==> src/rtl/nco_freq_meter_if.sv <==
// Control/result bundle between the NCO frequency meter and its host.
// The waveform sample travels with the control signals so that all of them share one clock enable.
interface nco_freq_meter_if;
  logic       enable;
  logic [7:0] sample_in;
  logic       start;
  logic       abort;
  logic       continuous;
  logic       byte_sel;
  logic [7:0] data_out;
  logic       busy;
  logic       result_valid;
  logic       done;
  logic       no_signal;

  modport master (
    output enable, sample_in, start, abort, continuous, byte_sel,
    input  data_out, busy, result_valid, done, no_signal
  );

  modport slave (
    input  enable, sample_in, start, abort, continuous, byte_sel,
    output data_out, busy, result_valid, done, no_signal
  );
endinterface

==> src/rtl/nco_freq_meter.sv <==
// Measures NCO output frequency by counting rising MSB crossings within a fixed gate
// aligned to a first crossing. The result is scaled back to a 16-bit FCW estimate.
module nco_freq_meter #(
  parameter int GATE_LOG2 = 12
) (
  input logic              clk,
  input logic              rst_n,
  nco_freq_meter_if.slave  bus
);
  localparam int CW = GATE_LOG2 + 1;
  localparam logic [CW-1:0] GATE_LAST = CW'((1 << GATE_LOG2) - 1);

  typedef enum logic [1:0] {IDLE, ARM, GATE, DONE} state_t;

  state_t          state, stateNext;
  logic            prevMsb;
  logic [CW-1:0]   gateCnt, gateCntNext;
  logic [CW-1:0]   edgeCnt, edgeCntNext;
  logic [15:0]     fcwEst, fcwEstNext;
  logic            resultValid, resultValidNext;
  logic            noSignal, noSignalNext;
  logic            edgeDet;
  logic            gateEnd;

  function automatic logic [CW-1:0] satInc(input logic [CW-1:0] v);
    return (&v) ? v : v + 1'b1;
  endfunction

  // Edge count over 2^GATE_LOG2 cycles times 2^(16-GATE_LOG2) is edges per 2^16 cycles.
  function automatic logic [15:0] scaleSat(input logic [CW-1:0] cnt);
    logic [16:0] wide;
    wide = 17'(cnt) << (16 - GATE_LOG2);
    return wide[16] ? 16'hFFFF : wide[15:0];
  endfunction

  assign edgeDet = bus.sample_in[7] & ~prevMsb;
  assign gateEnd = (gateCnt == GATE_LAST);

  always_comb begin
    stateNext       = state;
    gateCntNext     = gateCnt;
    edgeCntNext     = edgeCnt;
    fcwEstNext      = fcwEst;
    resultValidNext = resultValid;
    noSignalNext    = noSignal;
    if (bus.abort) begin
      stateNext = IDLE;
    end else begin
      case (state)
        IDLE: begin
          gateCntNext = '0;
          edgeCntNext = '0;
          if (bus.start) begin
            stateNext       = ARM;
            resultValidNext = 1'b0;
            noSignalNext    = 1'b0;
          end
        end
        ARM: begin
          gateCntNext = gateCnt + 1'b1;
          if (edgeDet) begin
            // Alignment edge: index 0 of the gate, deliberately not counted.
            stateNext   = GATE;
            gateCntNext = '0;
            edgeCntNext = '0;
          end else if (gateEnd) begin
            stateNext       = DONE;
            fcwEstNext      = '0;
            noSignalNext    = 1'b1;
            resultValidNext = 1'b1;
          end
        end
        GATE: begin
          gateCntNext = gateCnt + 1'b1;
          if (edgeDet) edgeCntNext = satInc(edgeCnt);
          if (gateEnd) begin
            stateNext       = DONE;
            fcwEstNext      = scaleSat(edgeCntNext);
            noSignalNext    = 1'b0;
            resultValidNext = 1'b1;
          end
        end
        DONE: begin
          gateCntNext = '0;
          edgeCntNext = '0;
          stateNext   = bus.continuous ? ARM : IDLE;
        end
        default: stateNext = IDLE;
      endcase
    end
  end

  always_ff @(posedge clk or negedge rst_n) begin
    if (!rst_n) begin
      state       <= IDLE;
      prevMsb     <= 1'b0;
      gateCnt     <= '0;
      edgeCnt     <= '0;
      fcwEst      <= '0;
      resultValid <= 1'b0;
      noSignal    <= 1'b0;
    end else if (bus.enable) begin
      state       <= stateNext;
      prevMsb     <= bus.sample_in[7];
      gateCnt     <= gateCntNext;
      edgeCnt     <= edgeCntNext;
      fcwEst      <= fcwEstNext;
      resultValid <= resultValidNext;
      noSignal    <= noSignalNext;
    end
  end

  assign bus.busy         = (state == ARM) || (state == GATE);
  assign bus.done         = (state == DONE);
  assign bus.result_valid = resultValid;
  assign bus.no_signal    = noSignal;
  assign bus.data_out     = bus.byte_sel ? fcwEst[15:8] : fcwEst[7:0];
endmodule

==> src/flat_wrapper.sv <==
// flat-port wrapper written by rule: the top's interface ports become plain ports
module nco_freq_meter_flat 
#(
  parameter int GATE_LOG2 = 12
)
  (clk, rst_n, bus_enable, bus_sample_in, bus_start, bus_abort, bus_continuous, bus_byte_sel, bus_data_out, bus_busy, bus_result_valid, bus_done, bus_no_signal);
  nco_freq_meter_if bus_i ();
  input logic clk;
  input logic rst_n;
  input wire logic [$bits(bus_i.enable)-1:0] bus_enable;
  input wire logic [$bits(bus_i.sample_in)-1:0] bus_sample_in;
  input wire logic [$bits(bus_i.start)-1:0] bus_start;
  input wire logic [$bits(bus_i.abort)-1:0] bus_abort;
  input wire logic [$bits(bus_i.continuous)-1:0] bus_continuous;
  input wire logic [$bits(bus_i.byte_sel)-1:0] bus_byte_sel;
  output wire logic [$bits(bus_i.data_out)-1:0] bus_data_out;
  output wire logic [$bits(bus_i.busy)-1:0] bus_busy;
  output wire logic [$bits(bus_i.result_valid)-1:0] bus_result_valid;
  output wire logic [$bits(bus_i.done)-1:0] bus_done;
  output wire logic [$bits(bus_i.no_signal)-1:0] bus_no_signal;
  assign bus_i.enable = bus_enable;
  assign bus_i.sample_in = bus_sample_in;
  assign bus_i.start = bus_start;
  assign bus_i.abort = bus_abort;
  assign bus_i.continuous = bus_continuous;
  assign bus_i.byte_sel = bus_byte_sel;
  assign bus_data_out = bus_i.data_out;
  assign bus_busy = bus_i.busy;
  assign bus_result_valid = bus_i.result_valid;
  assign bus_done = bus_i.done;
  assign bus_no_signal = bus_i.no_signal;
  nco_freq_meter #(.GATE_LOG2(GATE_LOG2)) u_core (.clk(clk), .rst_n(rst_n), .bus(bus_i));
endmodule
==> config.mk <==
export PLATFORM = sky130hd
export DESIGN_NAME = nco_freq_meter_flat
export DESIGN_NICKNAME = d
export VERILOG_FILES = /design/src/rtl/nco_freq_meter_if.sv /design/src/rtl/nco_freq_meter.sv /design/src/flat_wrapper.sv
export SDC_FILE = /design/constraint.sdc
export NUM_CORES = 1
export LEC_CHECK = 0
export CELL_PAD_IN_SITES_DETAIL_PLACEMENT = 0
export CELL_PAD_IN_SITES_GLOBAL_PLACEMENT = 1
export CORE_MARGIN = 2
export CORE_UTILIZATION = 28
export CTS_CLUSTER_DIAMETER = 200
export DETAILED_ROUTE_END_ITERATION = 7
export GPL_ROUTABILITY_DRIVEN = 0
export MAX_ROUTING_LAYER = met4
export PLACE_DENSITY = 0.6
export SLEW_MARGIN = 25
export SYNTH_ARGS = -nofsm -noshare
export SYNTH_HDL_FRONTEND = slang
export SYNTH_SLANG_ARGS = --single-unit
==> constraint.sdc <==
create_clock -name clk -period 2.2 [get_ports clk]
set_clock_uncertainty 0.05 [all_clocks]
set_input_delay 0.44 -clock clk [delete_from_list [all_inputs] [get_ports clk]]
set_output_delay 0.44 -clock clk [all_outputs]
set_load 0.01 [all_outputs]
======== Word-level counts from Yosys, hierarchy flattened ========
Cells that the tools add are included.
word-level totals
  bits in registers ....................... 47
  bits of input ports ..................... 15
  output and inout bits ................... 12
operators by class
  add/subtract/negate cells ............... 2
  eq/ne operators ......................... 10
  multiplexer cells ....................... 28
  bitwise gates (word level) .............. 3
  reductions and logical operators ........ 12
operators by type and width
  kind                                                                count
  13-bit 2-to-1 mux                                                   6
  13-bit one-hot mux with 3 select lines                              2
  16-bit 2-to-1 mux                                                   4
  16-bit one-hot mux with 2 select lines                              1
  13-bit by 1-bit adder with 13-bit output (second input constant)    2
  13-bit by 12-bit == test with 1-bit output (second input constant)  1
  13-bit AND reduction                                                1
  2-bit 2-to-1 mux                                                    4
  8-bit 2-to-1 mux                                                    1
  2-bit one-hot mux with 4 select lines                               1
  1-bit 2-to-1 mux                                                    7
  7-bit AND reduction                                                 1
  2-bit by 1-bit != test with 1-bit output (second input constant)    3
  1-bit one-hot mux with 3 select lines                               2
  6-bit AND reduction                                                 1
  5-bit AND reduction                                                 1
  2-bit == test (second input constant)                               2
  2-bit != test (second input constant)                               2
  2-bit AND reduction                                                 2
  3-bit != test (second input constant)                               1
  3-bit AND reduction                                                 1
  3-bit nonzero test                                                  1
  2-bit by 1-bit == test with 1-bit output (second input constant)    1
  2-bit logical NOT                                                   1
  5 further kinds                                                     6

======== Logic depth before layout (Yosys ltp) ========
Gate-level depths: netlist of the first run.
  depth in word-level cells ............... 8
  mapped depth ............................ 8

======== Worst setup path before layout of the first run ========
OpenSTA, ideal clock, no wires.
  path type ............................... reg2reg
  start ................................... register u_core.gateCnt[2]
  end ..................................... register u_core.fcwEst[7]
  setup time .............................. 125 ps
  arrival ................................. 1852 ps
  required time ........................... 2025 ps
  slack ................................... 173 ps
  stages on the path, launching flop included .. 6
  path buffers ............................ 1
  path through ............................ dfrtp_1 -> nand4_2 -> or4_1 -> buf_2 -> o21ai_2 -> mux2_2
on the way
  cells in the longest elaborated chain, start to end .. 3
  elaborated cells between the ends (all ways) .. 4
RTL lines
  what                                                RTL line               text
  start: declaration                                  nco_freq_meter.sv:17   logic [CW-1:0] gateCnt, gateCntNext;
  start signal: assignment                            nco_freq_meter.sv:105  gateCnt <= gateCntNext;
  13-bit by 12-bit == test with 1-bit output (*)      nco_freq_meter.sv:37   assign gateEnd = (gateCnt == GATE_LAST);
  2-bit by 1-bit != test with 1-bit output (no line)  -
  6-bit AND reduction (no line) (*)                   -
  end signal: assignment                              nco_freq_meter.sv:107  fcwEst <= fcwEstNext;
  end: declaration                                    nco_freq_meter.sv:19   logic [15:0] fcwEst, fcwEstNext;
Mark *: on every way between the ends. The rest lies on a longest branch, timed or not.
A chain may end at the register's enable or synchronous reset.

======== Worst setup path after layout of the first run ========
  start ................................... register u_core.edgeCnt[1]
  end ..................................... register u_core.fcwEst[7]
on the way
  cells in the longest elaborated chain, start to end .. 8
  elaborated cells between the ends (all ways) .. 9
RTL lines
  what                                                                                     RTL line               text
  start: declaration                                                                       nco_freq_meter.sv:18   logic [CW-1:0] edgeCnt, edgeCntNext;
  start signal: assignment                                                                 nco_freq_meter.sv:106  edgeCnt <= edgeCntNext;
  13-bit by 1-bit adder with 13-bit output / 13-bit AND reduction (equally long branches)  nco_freq_meter.sv:26   return (&v) ? v : v + 1'b1;
  13-bit 2-to-1 mux (*)                                                                    nco_freq_meter.sv:26
  13-bit 2-to-1 mux (*)                                                                    nco_freq_meter.sv:75   if (edgeDet) edgeCntNext = satInc(edgeCnt);
  13-bit 2-to-1 mux (*)                                                                    nco_freq_meter.sv:49   case (state)
  13-bit 2-to-1 mux (*)                                                                    nco_freq_meter.sv:46   if (bus.abort) begin
  16-bit 2-to-1 mux (*)                                                                    nco_freq_meter.sv:33   return wide[16] ? 16'hFFFF : wide[15:0];
  16-bit 2-to-1 mux (*)                                                                    nco_freq_meter.sv:76   if (gateEnd) begin
  16-bit one-hot mux with 2 select lines (*)                                               nco_freq_meter.sv:49
Mark *: on every way between the ends. The rest lies on a longest branch, timed or not. The select of a mux whose other input is x is not followed.

==> flow_summary_export.csv, run 1 <==
group,metric,value,unit
synthesis,yosysUniqueCellTypes,55,
clocking,clk_pin_slew,0.10,ns
sta,timing.fmax,474,MHz
power,vdd_ir_drop_max,0.000208,V
grt,grt_use_met3,1.67,%
setup_path,worstPathRequired,2.33,ns
clocking,clk_path_buf_depth,2,
drt,vias_per_cell,4.82,
synthesis,syn_avg_cell_area,9.10,µm²
grt,gr-total-overflow,0,
floorplanning,coreArea,0.00911,mm²
setup_path,crit_type,"register to register",
grt,antenna_found_initial,0,
grt,grt_busiest_layer,"met2",
setup_path,endpoint_kind,"register",
clocking,cts_buffers,5,
floorplanning,ios,27,
synthesis,synthesis.instances,286,
final_layout,regArea,0.00110,mm²
sta,final_hold_viol_count,0,
synthesis,synth_seq_cells,44,
sta,max_slew_margin,71.9,%
floorplanning,die_h,100,µm
synthesis,synth_top_area_cell,"dfrtp_1",
synthesis,synth-edff-count,0,
setup_path,path_max_fanout,16,
grt,track_usage,14.2,%
synthesis,yosys_warnings,0,
grt,grtUsageMet1,20.9,%
final_layout,mostFrequentLayoutCells,"dfrtp_1, buf_4, nand2_1, nor2_1, o21ai_0",
placement,hpwlAfterDp,4740,µm
power,pwr_density_cell,608,mW/mm²
floorplanning,die_w,100,µm
drt,drt-initial-drc-count,95,
final_layout,syn_to_final_growth,28.1,%
clocking,htreeDepth,2,
power,p_leak,1.45,nW
synthesis,syn_nets,309,
grt,grt_pass1_wl,11100,µm
sta,finalSetupViolations,0,
grt,grt_pass1_vias,2134,
drt,detail_route.wl_per_cell,14.4,µm
synthesis,synthArstFlopShare,100,%
power,p_total,2.03,mW
clocking,cts_sinks,44,
grt,grt_use_met2,21.1,%
drt,dr.pass1.iters,4,
sta,worst_pin_slew,0.416,ns
placement,place_inst,442,
outcome,status,"complete, no violations",
sta,period_share,95.9,%
grt,grt_max_degree,45,
floorplanning,initial_core_util,28.6,%
final_layout,multiInputGateArea,0.00142,mm²
drt,drtAntennaViolNets,0,
final_layout,nFillCells,948,
job,max-cap-violations,0,
sta,rsz0062_at_grt,"true",
synthesis,syn_area,0.00260,mm²
worst_hold_path,hold_class,"input port to asynchronous set/reset pin",
floorplanning,fp-row-count,35,
floorplanning,die_area,0.0101,mm²
final_layout,layout_commonest_cell,"dfrtp_1",
final_layout,nets,363,
sta,drv_slew,0,
synthesis,synthTopCellsByArea,"dfrtp_1, nand2_1, o21ai_0, nor2_1, ha_1",
setup_path,start_kind,"register",
drt,wirelength,6530,µm
drt,drc,0,
final_layout,instances_no_fill,452,
placement,port_buffers,19,
synthesis,synth_top_area_share,42.3,%
clocking,clock_latency,0.30,ns
synthesis,synth_seq_area_share,42.3,%
drt,via_count,2177,
final_layout,antenna_cells,0,
sta,min_period,2.11,ns
synthesis,ys.flop_type,"dfrtp_1",
clocking,root_buffer,"clkbuf_8",
clocking,cts_tree,"yes",
final_layout,drive_gt1_share,21.4,%
setup_path,arrival,2.24,ns
[worst paths after layout]
path	from	cells past startpoint	slack [ns]	endpoint
setup / recovery	u_core.edgeCnt[1]	7	0.09	u_core.fcwEst[7]
max in group asynchronous	rst_n	2	1.82	u_core.bus.no_signal
min in group clk	u_core.fcwEst[4]	2	0.43	u_core.fcwEst[4]
hold reg to reg	u_core.fcwEst[4]	2	0.43	u_core.fcwEst[4]
setup reg to reg	u_core.edgeCnt[1]	7	0.09	u_core.fcwEst[7]
hold / removal	rst_n	2	0.05	u_core.edgeCnt[5]
[critical path, cell delays in order (launching register included)]
cell,delay (ns)
dfrtp_1,0.44
ha_2,0.22
nand4_1,0.21
nor4_2,0.32
buf_4,0.25
or3_1,0.14
a31oi_1,0.09
mux2_2,0.28
[timing repair]
action | 4_1_cts | 5_1_grt
hold endpoints to repair | 0 | 0
pin swaps | 0 | 2
gates resized for setup | 2 | 10
hold buffers | 0 | 0
endpoints found under the setup margin | 9 | 22
setup buffers | 2 | 0
[Yosys cell counts (3+ instances only)]
cell type  number
dfrtp_1        44
nand2_1        39
nor2_1         27
o21ai_0        22
clkbuf_1       10
a2bb2oi_1       8
ha_1            8
nand2b_1        7
nand4_1         7
nor3_1          7
xor2_1          7
mux2_2          6
nor4_1          6
o31ai_1         6
a21o_1          5
a21oi_1         5
inv_1           5
or4_1           5
xnor2_1         5
nand3_1         4
a22o_1          3
and2_1          3
buf_2           3
o31a_1          3
[per-stage QoR]
stage               cell area (µm²)  TNS (ns)  utilization, %  setup WS (ns)  hold WS [ns]
global placement               3190     -3.80            35.0         -0.296         0.394
finish                         3330         0            36.6         0.0900        0.0516
global route                   3330   -0.0471            36.6        -0.0200        0.0846
floorplan                      2600         0               -          0.173        0.0944
detailed placement             3190     -4.35            35.0         -0.314         0.390
CTS                            3330         0            36.5        0.00155        0.0580
[power breakdown]
| part | internal [mW] | switching, mW |
|---|---|---|
| Combinational | 0.231 | 0.187 |
| Clock | 0.372 | 0.301 |
| Sequential | 0.888 | 0.0505 |
[metal layers]
layer / vias up / part of all wire [%]
li1: 1149 / -
met1: 1001 / 52
met2: 25 / 45
met3: 2 / 2.4
met4: 0 / 0.44
met5: - / 0
[cell families after synthesis]
group | count (synthesis) | synth area share, %
and+or+nand+nor | 125 | 24.8
muxes | 7 | 2.98
buffers and inverters | 20 | 3.32
adders and majority gates | 8 | 3.84
AOI/OAI and AO/OA | 70 | 18.7
xor gates and xnor gates | 12 | 4.04
DFF | 44 | 42.3
[area by class of cell]
class | count | share of cell area, %
tap | 111 | 4.17
inverter | 6 | 0.675
multi-input combinational | 222 | 42.7
timing repair buffer | 61 | 15.8
sequential | 44 | 33.1
clock inverter | 2 | 1.16
clock buffer | 6 | 2.48
[flip-flops by register name, indices dropped and copies added, names as in the netlist]
| register | flops |
|---|---|
| u_core.state | 2 |
| u_core.bus.result_valid | 1 |
| u_core.prevMsb | 1 |
| u_core.fcwEst | 13 |
| u_core.gateCnt | 13 |
| u_core.bus.no_signal | 1 |
| u_core.edgeCnt | 13 |
Note: power is estimated with default switching activity, not from simulation.
==> run 2: changes to the inputs <==
==> constraint.sdc (replaced) <==
create_clock -name clk -period 2.2 [get_ports clk]
set_clock_uncertainty 0.05 [all_clocks]
set_input_delay 0.44 -clock clk [delete_from_list [all_inputs] [get_ports clk]]
set_output_delay 0.44 -clock clk [all_outputs]
set_load 0.1 [all_outputs]
==> flow_summary_export.csv, run 2 (synthesized netlist as in run 1, its figures left out) <==
group,metric,value,unit
final_layout,drive_gt1_share,25.1,%
sta,final_hold_viol_count,0,
setup_path,arrival,2.34,ns
floorplanning,die_area,0.0101,mm²
setup_path,endpoint_kind,"register",
outcome,status,"complete, no violations",
setup_path,crit_type,"input port to register",
clocking,cts_sinks,44,
setup_path,worstPathRequired,2.39,ns
clocking,cts_buffers,5,
sta,timing.fmax,466,MHz
setup_path,startpoint,"bus_sample_in[7]",
final_layout,nFillCells,953,
final_layout,mostFrequentLayoutCells,"buf_4, dfrtp_1, nand2_1, nor2_1, o21ai_0",
drt,detail_route.wl_per_cell,14.6,µm
placement,place_area,0.00331,mm²
final_layout,largest_registers,"u_core.edgeCnt x13, u_core.fcwEst x13, u_core.gateCnt x13",
clocking,clock_latency,0.29,ns
clocking,clk_path_buf_depth,2,
final_layout,syn_to_final_growth,33.7,%
drt,wirelength,6670,µm
job,max-cap-violations,0,
floorplanning,die_h,100,µm
final_layout,fin_area,0.00348,mm²
placement,place_inst,445,
sta,finalSetupViolations,0,
setup_path,r2r_end,"u_core.edgeCnt[11]",
worst_hold_path,hold_class,"register to register",
floorplanning,coreArea,0.00911,mm²
grt,antenna_found_initial,0,
sta,layout_setup_ws,0.0528,ns
drt,drtAntennaViolNets,0,
power,p_leak,1.52,nW
drt,drc,0,
grt,grt_max_degree,22,
drt,via_count,2283,
final_layout,layout_commonest_cell,"buf_4",
final_layout,antenna_cells,0,
power,vdd_ir_drop_max,0.000308,V
clocking,root_buffer,"clkbuf_8",
setup_path,ff2ff_path_depth,7,
setup_path,crit-reg2reg-launch,"u_core.edgeCnt[1]",
setup_path,critPathCapture,"u_core.fcwEst[15]",
sta,worst_pin_slew,0.356,ns
grt,track_usage,14.7,%
power,p_total,2.37,mW
worst_hold_path,worstHoldStart,"u_core.fcwEst[15]",
floorplanning,fp-row-count,35,
final_layout,instances_no_fill,457,
grt,grt_pass1_vias,2219,
drt,vias_per_cell,5.00,
clocking,htreeDepth,2,
drt,drt-initial-drc-count,129,
setup_path,path_max_fanout,4,
floorplanning,initial_core_util,28.6,%
sta,max_slew_margin,76.1,%
floorplanning,die_w,100,µm
clocking,cts_tree,"yes",
grt,gr-total-overflow,0,
setup_path,start_kind,"input port",
sta,fin_setup_tns,0,ns
sta,drv_slew,0,
drt,dr.pass1.iters,4,
placement,preCtsSetupSlack,-0.235,ns
power,pwr_density_cell,682,mW/mm²
placement,hpwlAfterDp,5080,µm
sta,min_period,2.15,ns
floorplanning,ios,27,
clocking,clk_pin_slew,0.09,ns
grt,grt_pass1_wl,11600,µm
sta,period_share,97.6,%
setup_path,r2r_slack,0.12,ns
final_layout,nets,368,
placement,port_buffers,19,
-- run 2: area by class of cell --
cell class	count	area, µm²	area share, %
clock buffer	6	72.6	2.08
clock inverter	2	35.0	1.01
sequential	44	1100	31.6
tap	111	139	3.99
inverter	6	22.5	0.647
multi-input combinational	222	1450	41.7
timing repair buffer	66	661	19.0
-- run 2: worst min-delay path by stage --
stage	end	slack, ns	depth (start not counted)
detailed placement	u_core.edgeCnt[5]	0.27	1
finish	u_core.fcwEst[15]	0.43	1
global placement	u_core.edgeCnt[9]	0.27	1
floorplan	u_core.bus.no_signal	0.09	0
global route	u_core.fcwEst[15]	0.46	1
CTS	u_core.fcwEst[15]	0.44	1
-- run 2: routing by layer --
layer | GRT usage (%) | share of wire [%] | vias up
li1 | - | - | 1150
met4 | 3.48 | 0.85 | 0
met2 | 21.7 | 46 | 26
met1 | 21.7 | 52 | 1103
met5 | - | 0 | -
met3 | 1.67 | 1.7 | 4
-- run 2: per-stage QoR --
step                utilization, %  hold WS (ns)
CTS                           37.6         0.436
global placement              36.3         0.268
detailed placement            36.3         0.267
finish                        38.2         0.433
floorplan                        -        0.0944
global route                  38.2         0.461
-- run 2: timing repair --
item,in CTS,in global routing
setup buffers,0,3
setup endpoints to repair,0,15
resized for setup,0,9
hold endpoints to repair,8,0
hold buffers,1,0
-- run 2: power by group --
group / switching (mW) / internal (mW) / total, mW / leakage (nW)
Sequential: 0.0530 / 0.888 / 0.941 / 0.596
Combinational: 0.487 / 0.320 / 0.807 / 0.872
Clock: 0.290 / 0.338 / 0.628 / 0.0552
Total: 0.830 / 1.54 / 2.37 / 1.52
-- run 2: critical path: stages --
cell and delay, ns:
clkdlybuf4s50_1 0.52, nand4b_1 0.15, or3_1 0.42, or4_1 0.43, a311oi_2 0.28, a21o_1 0.11
